`src/rtl/seg7_pkg.sv`:
```
// Shared constants for the 7-segment scan display.
// Glyph table, digit count and the conversion FSM state type.
package seg7_pkg;

    localparam int NUM_DIGITS = 4;

    // Active-low patterns, bit 7 = dp (off), bits 6..0 = g..a.
    localparam logic [7:0] SEG_0     = 8'hC0;
    localparam logic [7:0] SEG_1     = 8'hF9;
    localparam logic [7:0] SEG_2     = 8'hA4;
    localparam logic [7:0] SEG_3     = 8'hB0;
    localparam logic [7:0] SEG_4     = 8'h99;
    localparam logic [7:0] SEG_5     = 8'h92;
    localparam logic [7:0] SEG_6     = 8'h82;
    localparam logic [7:0] SEG_7     = 8'hF8;
    localparam logic [7:0] SEG_8     = 8'h80;
    localparam logic [7:0] SEG_9     = 8'h90;
    localparam logic [7:0] SEG_DASH  = 8'hBF;
    localparam logic [7:0] SEG_BLANK = 8'hFF;

    typedef enum logic [1:0] {
        ST_IDLE,
        ST_CHECK,
        ST_SHIFT,
        ST_LATCH
    } conv_state_t;

    // Active-high a..g for one BCD nibble; non-decimal codes are blank.
    function automatic logic [6:0] bcd_to_seg(input logic [3:0] nibble);
        logic [7:0] s;
        s = SEG_BLANK;
        case (nibble)
            4'd0:    s = SEG_0;
            4'd1:    s = SEG_1;
            4'd2:    s = SEG_2;
            4'd3:    s = SEG_3;
            4'd4:    s = SEG_4;
            4'd5:    s = SEG_5;
            4'd6:    s = SEG_6;
            4'd7:    s = SEG_7;
            4'd8:    s = SEG_8;
            4'd9:    s = SEG_9;
            default: s = SEG_BLANK;
        endcase
        return ~s[6:0];
    endfunction

endpackage

```
`src/rtl/bin2bcd_seq.sv`:
```
// Sequential binary-to-BCD converter (shift-add-3), one bit per cycle.
// Ports: clk, rst_n, start/bin_in/dp_in in; busy, done, bcd, dp, ovf out.
module bin2bcd_seq
    import seg7_pkg::*;
#(
    parameter int DATA_W  = 14,
    parameter int MAX_VAL = 9999
) (
    input  logic                    clk,
    input  logic                    rst_n,
    input  logic                    start,
    input  logic [DATA_W-1:0]       bin_in,
    input  logic [3:0]              dp_in,
    output logic                    busy,
    output logic                    done,
    output logic [4*NUM_DIGITS-1:0] bcd,
    output logic [3:0]              dp,
    output logic                    ovf
);

    localparam int CW = $clog2(DATA_W + 1);
    localparam logic [31:0] MAX_U = 32'(MAX_VAL);

    conv_state_t             state;
    logic [DATA_W-1:0]       work;
    logic [CW-1:0]           cnt;
    logic [4*NUM_DIGITS-1:0] adj;

    always_comb begin
        adj = bcd;
        for (int i = 0; i < NUM_DIGITS; i++) begin
            if (bcd[4*i +: 4] >= 4'd5)
                adj[4*i +: 4] = bcd[4*i +: 4] + 4'd3;
        end
    end

    assign busy = (state != ST_IDLE);
    assign done = (state == ST_LATCH);

    always_ff @(posedge clk or negedge rst_n) begin
        if (!rst_n) begin
            state <= ST_IDLE;
            work  <= '0;
            cnt   <= '0;
            bcd   <= '0;
            dp    <= '0;
            ovf   <= 1'b0;
        end else begin
            case (state)
                ST_IDLE: begin
                    if (start) begin
                        work  <= bin_in;
                        dp    <= dp_in;
                        state <= ST_CHECK;
                    end
                end
                ST_CHECK: begin
                    if (32'(work) > MAX_U) begin
                        ovf   <= 1'b1;
                        state <= ST_LATCH;
                    end else begin
                        ovf   <= 1'b0;
                        bcd   <= '0;
                        cnt   <= '0;
                        state <= ST_SHIFT;
                    end
                end
                ST_SHIFT: begin
                    {bcd, work} <= {adj[4*NUM_DIGITS-2:0], work, 1'b0};
                    cnt <= cnt + 1'b1;
                    if (cnt == CW'(DATA_W - 1))
                        state <= ST_LATCH;
                end
                ST_LATCH: begin
                    // Back-to-back restart keeps busy high across jobs.
                    if (start) begin
                        work  <= bin_in;
                        dp    <= dp_in;
                        state <= ST_CHECK;
                    end else begin
                        state <= ST_IDLE;
                    end
                end
                default: state <= ST_IDLE;
            endcase
        end
    end

endmodule

```
`src/rtl/seg7_scan_display.sv`:
```
// Binary value to multiplexed 4-digit common-anode 7-segment display.
// Ports: FPGA_CLK, RESET_BUT, value_i, value_vld_i, dp_i in; busy_o, dig_n_o, seg_n_o out.
// Define SEG7_LZB_EN to enable leading-zero blanking.
module seg7_scan_display
    import seg7_pkg::*;
#(
    parameter int DATA_W    = 14,
    parameter int MAX_VAL   = 9999,
    parameter int SCAN_DIV  = 50000,
    parameter int BLANK_CYC = 500
) (
    input  logic              FPGA_CLK,
    input  logic              RESET_BUT,
    input  logic [DATA_W-1:0] value_i,
    input  logic              value_vld_i,
    input  logic [3:0]        dp_i,
    output logic              busy_o,
    output logic [3:0]        dig_n_o,
    output logic [7:0]        seg_n_o
);

    localparam int PW = (SCAN_DIV > 1) ? $clog2(SCAN_DIV) : 1;

    logic                    pend_full;
    logic [DATA_W-1:0]       pend_val;
    logic [3:0]              pend_dp;
    logic                    start;
    logic                    accept;
    logic                    done;
    logic [DATA_W-1:0]       start_val;
    logic [3:0]              start_dp;
    logic [4*NUM_DIGITS-1:0] conv_bcd;
    logic [3:0]              conv_dp;
    logic                    conv_ovf;

    logic [4*NUM_DIGITS-1:0] disp_bcd;
    logic [3:0]              disp_dp;
    logic                    disp_ovf;
    logic [PW-1:0]           presc;
    logic [1:0]              idx;
    logic                    blank_win;
    logic [7:0]              seg_next;

    // A fresh strobe always wins over the pending slot.
    assign start     = value_vld_i | pend_full;
    assign start_val = value_vld_i ? value_i : pend_val;
    assign start_dp  = value_vld_i ? dp_i : pend_dp;
    assign accept    = start & (~busy_o | done);

    bin2bcd_seq #(
        .DATA_W  (DATA_W),
        .MAX_VAL (MAX_VAL)
    ) u_conv (
        .clk    (FPGA_CLK),
        .rst_n  (RESET_BUT),
        .start  (start),
        .bin_in (start_val),
        .dp_in  (start_dp),
        .busy   (busy_o),
        .done   (done),
        .bcd    (conv_bcd),
        .dp     (conv_dp),
        .ovf    (conv_ovf)
    );

    always_ff @(posedge FPGA_CLK or negedge RESET_BUT) begin
        if (!RESET_BUT) begin
            pend_full <= 1'b0;
            pend_val  <= '0;
            pend_dp   <= '0;
            disp_bcd  <= '0;
            disp_dp   <= '0;
            disp_ovf  <= 1'b0;
        end else begin
            if (accept) begin
                pend_full <= 1'b0;
            end else if (value_vld_i) begin
                pend_full <= 1'b1;
                pend_val  <= value_i;
                pend_dp   <= dp_i;
            end
            if (done) begin
                disp_bcd <= conv_bcd;
                disp_dp  <= conv_dp;
                disp_ovf <= conv_ovf;
            end
        end
    end

    assign blank_win = 32'(presc) < 32'(BLANK_CYC);

    always_comb begin
        seg_next = {~disp_dp[idx], ~bcd_to_seg(disp_bcd[{idx, 2'b00} +: 4])};
        if (disp_ovf)
            seg_next = SEG_DASH;
`ifdef SEG7_LZB_EN
        else begin
            case (idx)
                2'd1: if (disp_bcd[15:4] == '0) seg_next = {~disp_dp[idx], 7'h7F};
                2'd2: if (disp_bcd[15:8] == '0) seg_next = {~disp_dp[idx], 7'h7F};
                2'd3: if (disp_bcd[15:12] == '0) seg_next = {~disp_dp[idx], 7'h7F};
                default: ;
            endcase
        end
`endif
    end

    always_ff @(posedge FPGA_CLK or negedge RESET_BUT) begin
        if (!RESET_BUT) begin
            presc   <= '0;
            idx     <= '0;
            dig_n_o <= 4'hF;
            seg_n_o <= SEG_BLANK;
        end else begin
            if (presc == PW'(SCAN_DIV - 1)) begin
                presc <= '0;
                idx   <= idx + 1'b1;
            end else begin
                presc <= presc + 1'b1;
            end
            dig_n_o <= blank_win ? 4'hF : ~(4'b0001 << idx);
            seg_n_o <= blank_win ? SEG_BLANK : seg_next;
        end
    end

endmodule
```
`config.mk`:
```
export PLATFORM = sky130hd
export DESIGN_NAME = seg7_scan_display
export DESIGN_NICKNAME = d
export VERILOG_FILES = /design/src/rtl/seg7_pkg.sv /design/src/rtl/bin2bcd_seq.sv /design/src/rtl/seg7_scan_display.sv
export SDC_FILE = /design/constraint.sdc
export NUM_CORES = 1
export LEC_CHECK = 0
export CORE_MARGIN = 10
export CORE_UTILIZATION = 57
export DETAILED_ROUTE_END_ITERATION = 6
export DONT_BUFFER_PORTS = 1
export HOLD_SLACK_MARGIN = 0.02
export PLACE_DENSITY_LB_ADDON = 0.1
export SETUP_SLACK_MARGIN = 0.4
export SYNTH_ARGS = -nofsm -noshare
export SYNTH_HDL_FRONTEND = slang
export SYNTH_SLANG_ARGS = --single-unit
```
`constraint.sdc`:
```
create_clock -name FPGA_CLK -period 1.8 [get_ports FPGA_CLK]
set_input_delay 0.18 -clock FPGA_CLK [delete_from_list [all_inputs] [get_ports FPGA_CLK]]
set_output_delay 0.18 -clock FPGA_CLK [all_outputs]
set_load 0.02 [all_outputs]
```
# Word-level counts from Yosys, hierarchy flattened

Memories as Yosys holds them, arrays and structs flattened.
Index checks and enable logic that the tools add are counted.

Register bits after elaboration: 111
ROM bits: 112
Memories kept: 1

Add/sub/neg operators: 7
Order comparisons: 7
Eq/ne operators: 9
Shift operators: 2
Muxes and demuxes: 26
Bitwise operators: 8
Reduce and logical (&&, ||, !) cells: 10

Memory list:

| memory          | words | bits a word | rd ports | clocked after Yosys merged registers in | write ports | RTL line       | source |
|---|---|---|---|---|---|---|---|
| (no name shown) | 16    | 7           | 1        | 0                                       | 0           | seg7_pkg.sv:32 | `case (nibble)` |

Operator list:

| kind                                                                                | count |
|---|---|
| 16-bit 2-to-1 mux                                                                   | 2 |
| 16-bit case mux with 2 select lines                                                 | 1 |
| 14-bit 2-to-1 mux                                                                   | 2 |
| 14-bit case mux with 2 select lines                                                 | 1 |
| 4-bit 2-to-1 mux                                                                    | 6 |
| 16-bit by 1-bit adder with 16-bit output, second input constant                     | 1 |
| 16-bit == test, second input constant                                               | 1 |
| 4-bit by 3-bit greater-or-equal comparator with 1-bit output, second input constant | 4 |
| 16-bit by 9-bit less-than comparator with 1-bit output, second input constant       | 1 |
| 8-bit 2-to-1 mux                                                                    | 2 |
| 16-bit by 5-bit variable part select with 4-bit output                              | 1 |
| 14-bit > comparator, second input constant                                          | 1 |
| 7-bit inverter                                                                      | 2 |
| 4-bit by 2-bit adder with 4-bit output, second input constant                       | 3 |
| 2-bit case mux with 4 select lines                                                  | 1 |
| 4-bit case mux with 2 select lines                                                  | 1 |
| 2-bit AND reduction                                                                 | 4 |
| 2-bit nonzero test                                                                  | 4 |
| 1-bit 2-to-1 mux                                                                    | 6 |
| 4-bit by 1-bit adder with 4-bit output, second input constant                       | 1 |
| 2-bit == test, second input constant                                                | 2 |
| 4-bit == test, second input constant                                                | 1 |
| 2-bit 2-to-1 mux                                                                    | 2 |
| 2-bit by 1-bit != test with 1-bit output, second input constant                     | 2 |
| 14 further kinds                                                                    | 17 |

# Longest topological paths before layout

An unclocked memory read counts as a cell.

Word-level depth: 6
Depth in mapped cells: 8
Mapped depth without buffers: 7

# Cells and area by module

A second synthesis with hierarchy kept.

Cell total of the unflattened synthesis: 472
Area, all modules: 5645.4 µm²

Modules (own cells, without submodules):

| module            | instances | cells an instance | area an instance (µm²) | seq. area each (µm²) |
|---|---|---|---|---|
| seg7_scan_display | 1         | 251               | 3324.4                 | 1766.7 |
| bin2bcd_seq       | 1         | 221               | 2321.0                 | 1026.0 |

# Worst setup path after synthesis

Ideal clock, no wire load.

Path type: register to register
From: reg idx[0]
To: reg seg_n_o[3]
Setup time: 73 ps
Arrival time: 1717 ps
Setup slack: 10 ps
Stages on the path, launching flop included: 8
Path buffers: 1
Clock period less this slack: 1790 ps
Path through: dfrtp_1 -> buf_6 -> mux4_2 -> inv_1 -> ha_1 -> nor2_1 -> nor4b_2 -> a21oi_1

Word-level cells in the longest chain between the ends: 6

RTL lines:

| item                                                   | RTL line                 | source |
|---|---|---|
| from (decl)                                            | seg7_scan_display.sv:40  | `logic [1:0] idx;` |
| from (signal assigned)                                 | seg7_scan_display.sv:117 | `idx <= idx + 1'b1;` |
| 16-bit by 5-bit variable part select with 4-bit output | seg7_scan_display.sv:93  | `seg_next = {~disp_dp[idx], ~bcd_to_seg(disp_bcd[{idx, 2'b00} +: 4])};` |
| memory read 16 x 7 bit                                 | n/a                      |  |
| 7-bit inverter                                         | seg7_pkg.sv:45           | `return ~s[6:0];` |
| 7-bit inverter                                         | seg7_scan_display.sv:93  |  |
| 8-bit 2-to-1 mux                                       | seg7_scan_display.sv:94  | `if (disp_ovf)` |
| 8-bit 2-to-1 mux                                       | seg7_scan_display.sv:122 | `seg_n_o <= blank_win ? SEG_BLANK : seg_next;` |
| to (signal assigned)                                   | seg7_scan_display.sv:122 |  |
| to (decl)                                              | seg7_scan_display.sv:19  | `output logic [7:0] seg_n_o` |

Every way passes these cells.
A chain may end at the register's enable or synchronous reset.

# Worst setup path in the final report

Same ends and word-level chain as after synthesis.

==> impl_metrics.env <==
export IMPL_detailedRoute_firstIterationViolations=352
export IMPL_place_port_buffers=0
export IMPL_worstSkewPairLatency_ns=0.38
export IMPL_die_x_um=117
export IMPL_finish_utilization_pct=79.6
export IMPL_area_growth_pct=35.7
export IMPL_failing_checks="negative hold slack"
export IMPL_worst_ir_drop_vdd_v=0.00173
export IMPL_pin_count_of_the_biggest_net_entering_global_routing=112
export IMPL_avgRoutedWirePerCell_um=19.2
export IMPL_crit_slowest_cell="sky130_fd_sc_hd__mux4_2"
export IMPL_finalClockSkew_ns=0.0155
export IMPL_starting_utilization_of_the_core_area_pct=58.6
export IMPL_worstMarginPinSlew_ns=0.552
export IMPL_drt_pre_antenna_iters=4
export IMPL_finalWorstPathRequiredPeriod_ns=1.75
export IMPL_die_area_um2=13800
export IMPL_maxSlewViolCount=0
export IMPL_diodes=0
export IMPL_rsz0062_at_grt="yes"
export IMPL_fmax_mhz=573
export IMPL_top_post_synthesis_cells_by_area="sky130_fd_sc_hd__dfrtp_1, sky130_fd_sc_hd__dfstp_2, sky130_fd_sc_hd__mux2_2, sky130_fd_sc_hd__ha_1, sky130_fd_sc_hd__mux2i_1"
export IMPL_std_cell_rows=35
export IMPL_final_min_period_over_clock_period_pct=97.0
export IMPL_worst_ep_required_time_ns=2.10
export IMPL_tritoncts_num_buffers=9
export IMPL_final_layout_size_suffix_gt1_share_pct=45.2
export IMPL_synth_most_common_cell="sky130_fd_sc_hd__dfrtp_1"
export IMPL_worst_r2r_startpoint="idx[0]$_DFFE_PN0N_"
export IMPL_synth_warning_count=0
export IMPL_max_slew_margin_pct=63.2
export IMPL_ctsHtreeMaxLevel=3
export IMPL_arrival_ns=2.05
export IMPL_overflow=0
export IMPL_detail_route_vias_per_cell=5.85
export IMPL_detail_route_antenna_nets=0
export IMPL_cts_buffer_depth=2
export IMPL_max_stage_delay_ns=0.61
export IMPL_final_cells=700
export IMPL_final_setup_viol_count=0
export IMPL_ys_seq_area_share_pct=51.5
export IMPL_crit_chain="mux4_2, ha_4, nor2b_4, nor4b_4, a21oi_2"
export IMPL_startpoint="idx[0]$_DFFE_PN0N_"
export IMPL_preCtsSetupSlack_ns=0.0557
export IMPL_post_synth_top_area_cell="sky130_fd_sc_hd__dfrtp_1"
export IMPL_die_h_um=117
export IMPL_hp_class="input port to asynchronous set/reset pin"
export IMPL_placed_cells=628
export IMPL_r2r_setup_slack_ns=0.05
export IMPL_mappedNetlistArea_um2=5420
export IMPL_finalWorstSetupSlack_ns=0.0545
export IMPL_placed_cell_area_um2=5720
export IMPL_hold_viol=111
export IMPL_grtUsageTotal_pct=16.7
export IMPL_worst_setup_path_end_kind="flop"
export IMPL_syn_mean_instance_area_um2=10.8
export IMPL_grt_first_pass_wirelength_um=19500
export IMPL_detailed_route_drc_error_count=0
export IMPL_cts_clk_slew_worst_paths_ns=0.11
export IMPL_gp_routability_congestion=0.842
export IMPL_cap_violations=0
export IMPL_design_final_nets=611
export IMPL_synth_top_area_share_pct=45.7
export IMPL_io_pins=34
export IMPL_clk_sinks=111
export IMPL_synthArstFlopShare_pct=100
export IMPL_number_of_enable_flip_flop_cells_after_synthesis=0
export IMPL_cp_start_kind="flop"
export IMPL_fp_coreArea_um2=9240
export IMPL_synthTopCellsByCount="sky130_fd_sc_hd__dfrtp_1, sky130_fd_sc_hd__nand2_1, sky130_fd_sc_hd__nor2_1"
export IMPL_totalWireLength_um=13400
export IMPL_cts_tree="built"
export IMPL_yosys_register_bits=111
export IMPL_critical_path_max_fanout=4
export IMPL_synthDistinctLibCells=44
export IMPL_post_route_cell_area_um2=7350
export IMPL_reg2reg_depth=5
export IMPL_via_count=4094
export IMPL_outcome="finished, violations left"
export IMPL_postSynthCellCount=503
export IMPL_fin_tns_setup_ns=0
export IMPL_dp_hpwl_um=6980
export IMPL_timing_hold_ws_ns=-0.510
export IMPL_cts_root_buf="sky130_fd_sc_hd__clkbuf_8"
export IMPL_dominantRegCellSynth="sky130_fd_sc_hd__dfrtp_1"
export IMPL_number_of_global_route_vias_before_repair=3962
export IMPL_path_class="flop to flop"
export IMPL_power_leakage_nw=3.17
export IMPL_pwr_cell_area_nw_per_um2=1710
export IMPL_antenna_found_initial=0
export IMPL_synth_net_count=548
## cell type report
type | instances | area, um2
clock buffer | 10 | 138
timing repair buffer | 74 | 922
tap | 129 | 161
fill | 503 | 1890
inverter | 20 | 83.8
multi-input combinational | 350 | 3200
clock inverter | 6 | 43.8
sequential | 111 | 2800
## through the flow
| stage | power (W) | hold slack (ns) |
|---|---|---|
| after floorplan | 0.00617 | -0.116 |
| after global placement | 0.00681 | -0.111 |
| after detailed placement | 0.00695 | -0.111 |
| after CTS | 0.0104 | -0.521 |
| after global routing | 0.0132 | -0.548 |
| final | 0.0126 | -0.510 |
## state kept, by name, summed over array words and instances (netlist names), 8 cells and up
register and cells:
pend_val 14, u_conv.bcd 16, u_conv.work 14, presc 16, disp_bcd 16, seg_n_o 8
## cell families after synthesis
family | count (synthesis) | share of synthesized area, %
and+or+nand+nor | 144 | 12.4
DFF | 111 | 51.5
AOI/OAI and AO/OA | 103 | 11.2
muxes | 56 | 12.1
buffers and inverters | 43 | 3.56
adders and majority gates | 24 | 5.54
xor gates and xnor gates | 22 | 3.56
## cell usage in the layout (no fill, tap or decap), types with 19 or more instances in the layout
master                     n
sky130_fd_sc_hd__dfrtp_1  92
sky130_fd_sc_hd__buf_4    27
sky130_fd_sc_hd__nand2_1  25
sky130_fd_sc_hd__nor2_1   23
sky130_fd_sc_hd__mux2i_1  23
sky130_fd_sc_hd__nor2_4   21
sky130_fd_sc_hd__mux2_2   21
sky130_fd_sc_hd__a21oi_2  20
sky130_fd_sc_hd__buf_6    19
## critical path, delay by kind of cell, from the launching register on
kind | cells | cell delay (ns)
compound gates | 1 | 0.04
simple gates | 2 | 0.39
flops | 1 | 0.44
fa+ha+maj | 1 | 0.20
mux | 1 | 0.61
## power breakdown
part	internal (W)	total [W]	switching (W)
sequential	0.00308	0.00363	0.000552
clock	0.000550	0.00142	0.000873
combinational	0.00387	0.00752	0.00365
## routing by layer
layer | track usage (%) | vias up | share of wire (%)
met1 | 20.8 | 2074 | 41
met2 | 27.9 | 108 | 51
met3 | 4.60 | 22 | 5.4
li1 | - | 1890 | -
met4 | 4.33 | 0 | 2.2
met5 | 0 | - | 0
## repair_timing
action	in CTS	in global routing
setup buffers	20	11
setup endpoints to repair	74	99
gates resized for setup	86	140
endpoints found under the hold margin	118	113
pin swaps	25	26
hold buffers	6	4
gates cloned	11	4
## path summary, 6_finish.rpt
check,to
max,seg_n_o[3]$_DFF_PN1_
min,presc[9]$_DFF_PN0_
max reg2reg,seg_n_o[3]$_DFF_PN1_
min reg2reg,seg_n_o[6]$_DFF_PN1_
max in group asynchronous,seg_n_o[1]$_DFF_PN1_
min in group FPGA_CLK,pend_val[9]$_DFFE_PN0N_
No activity file was read; power rests on OpenSTA's default activity.
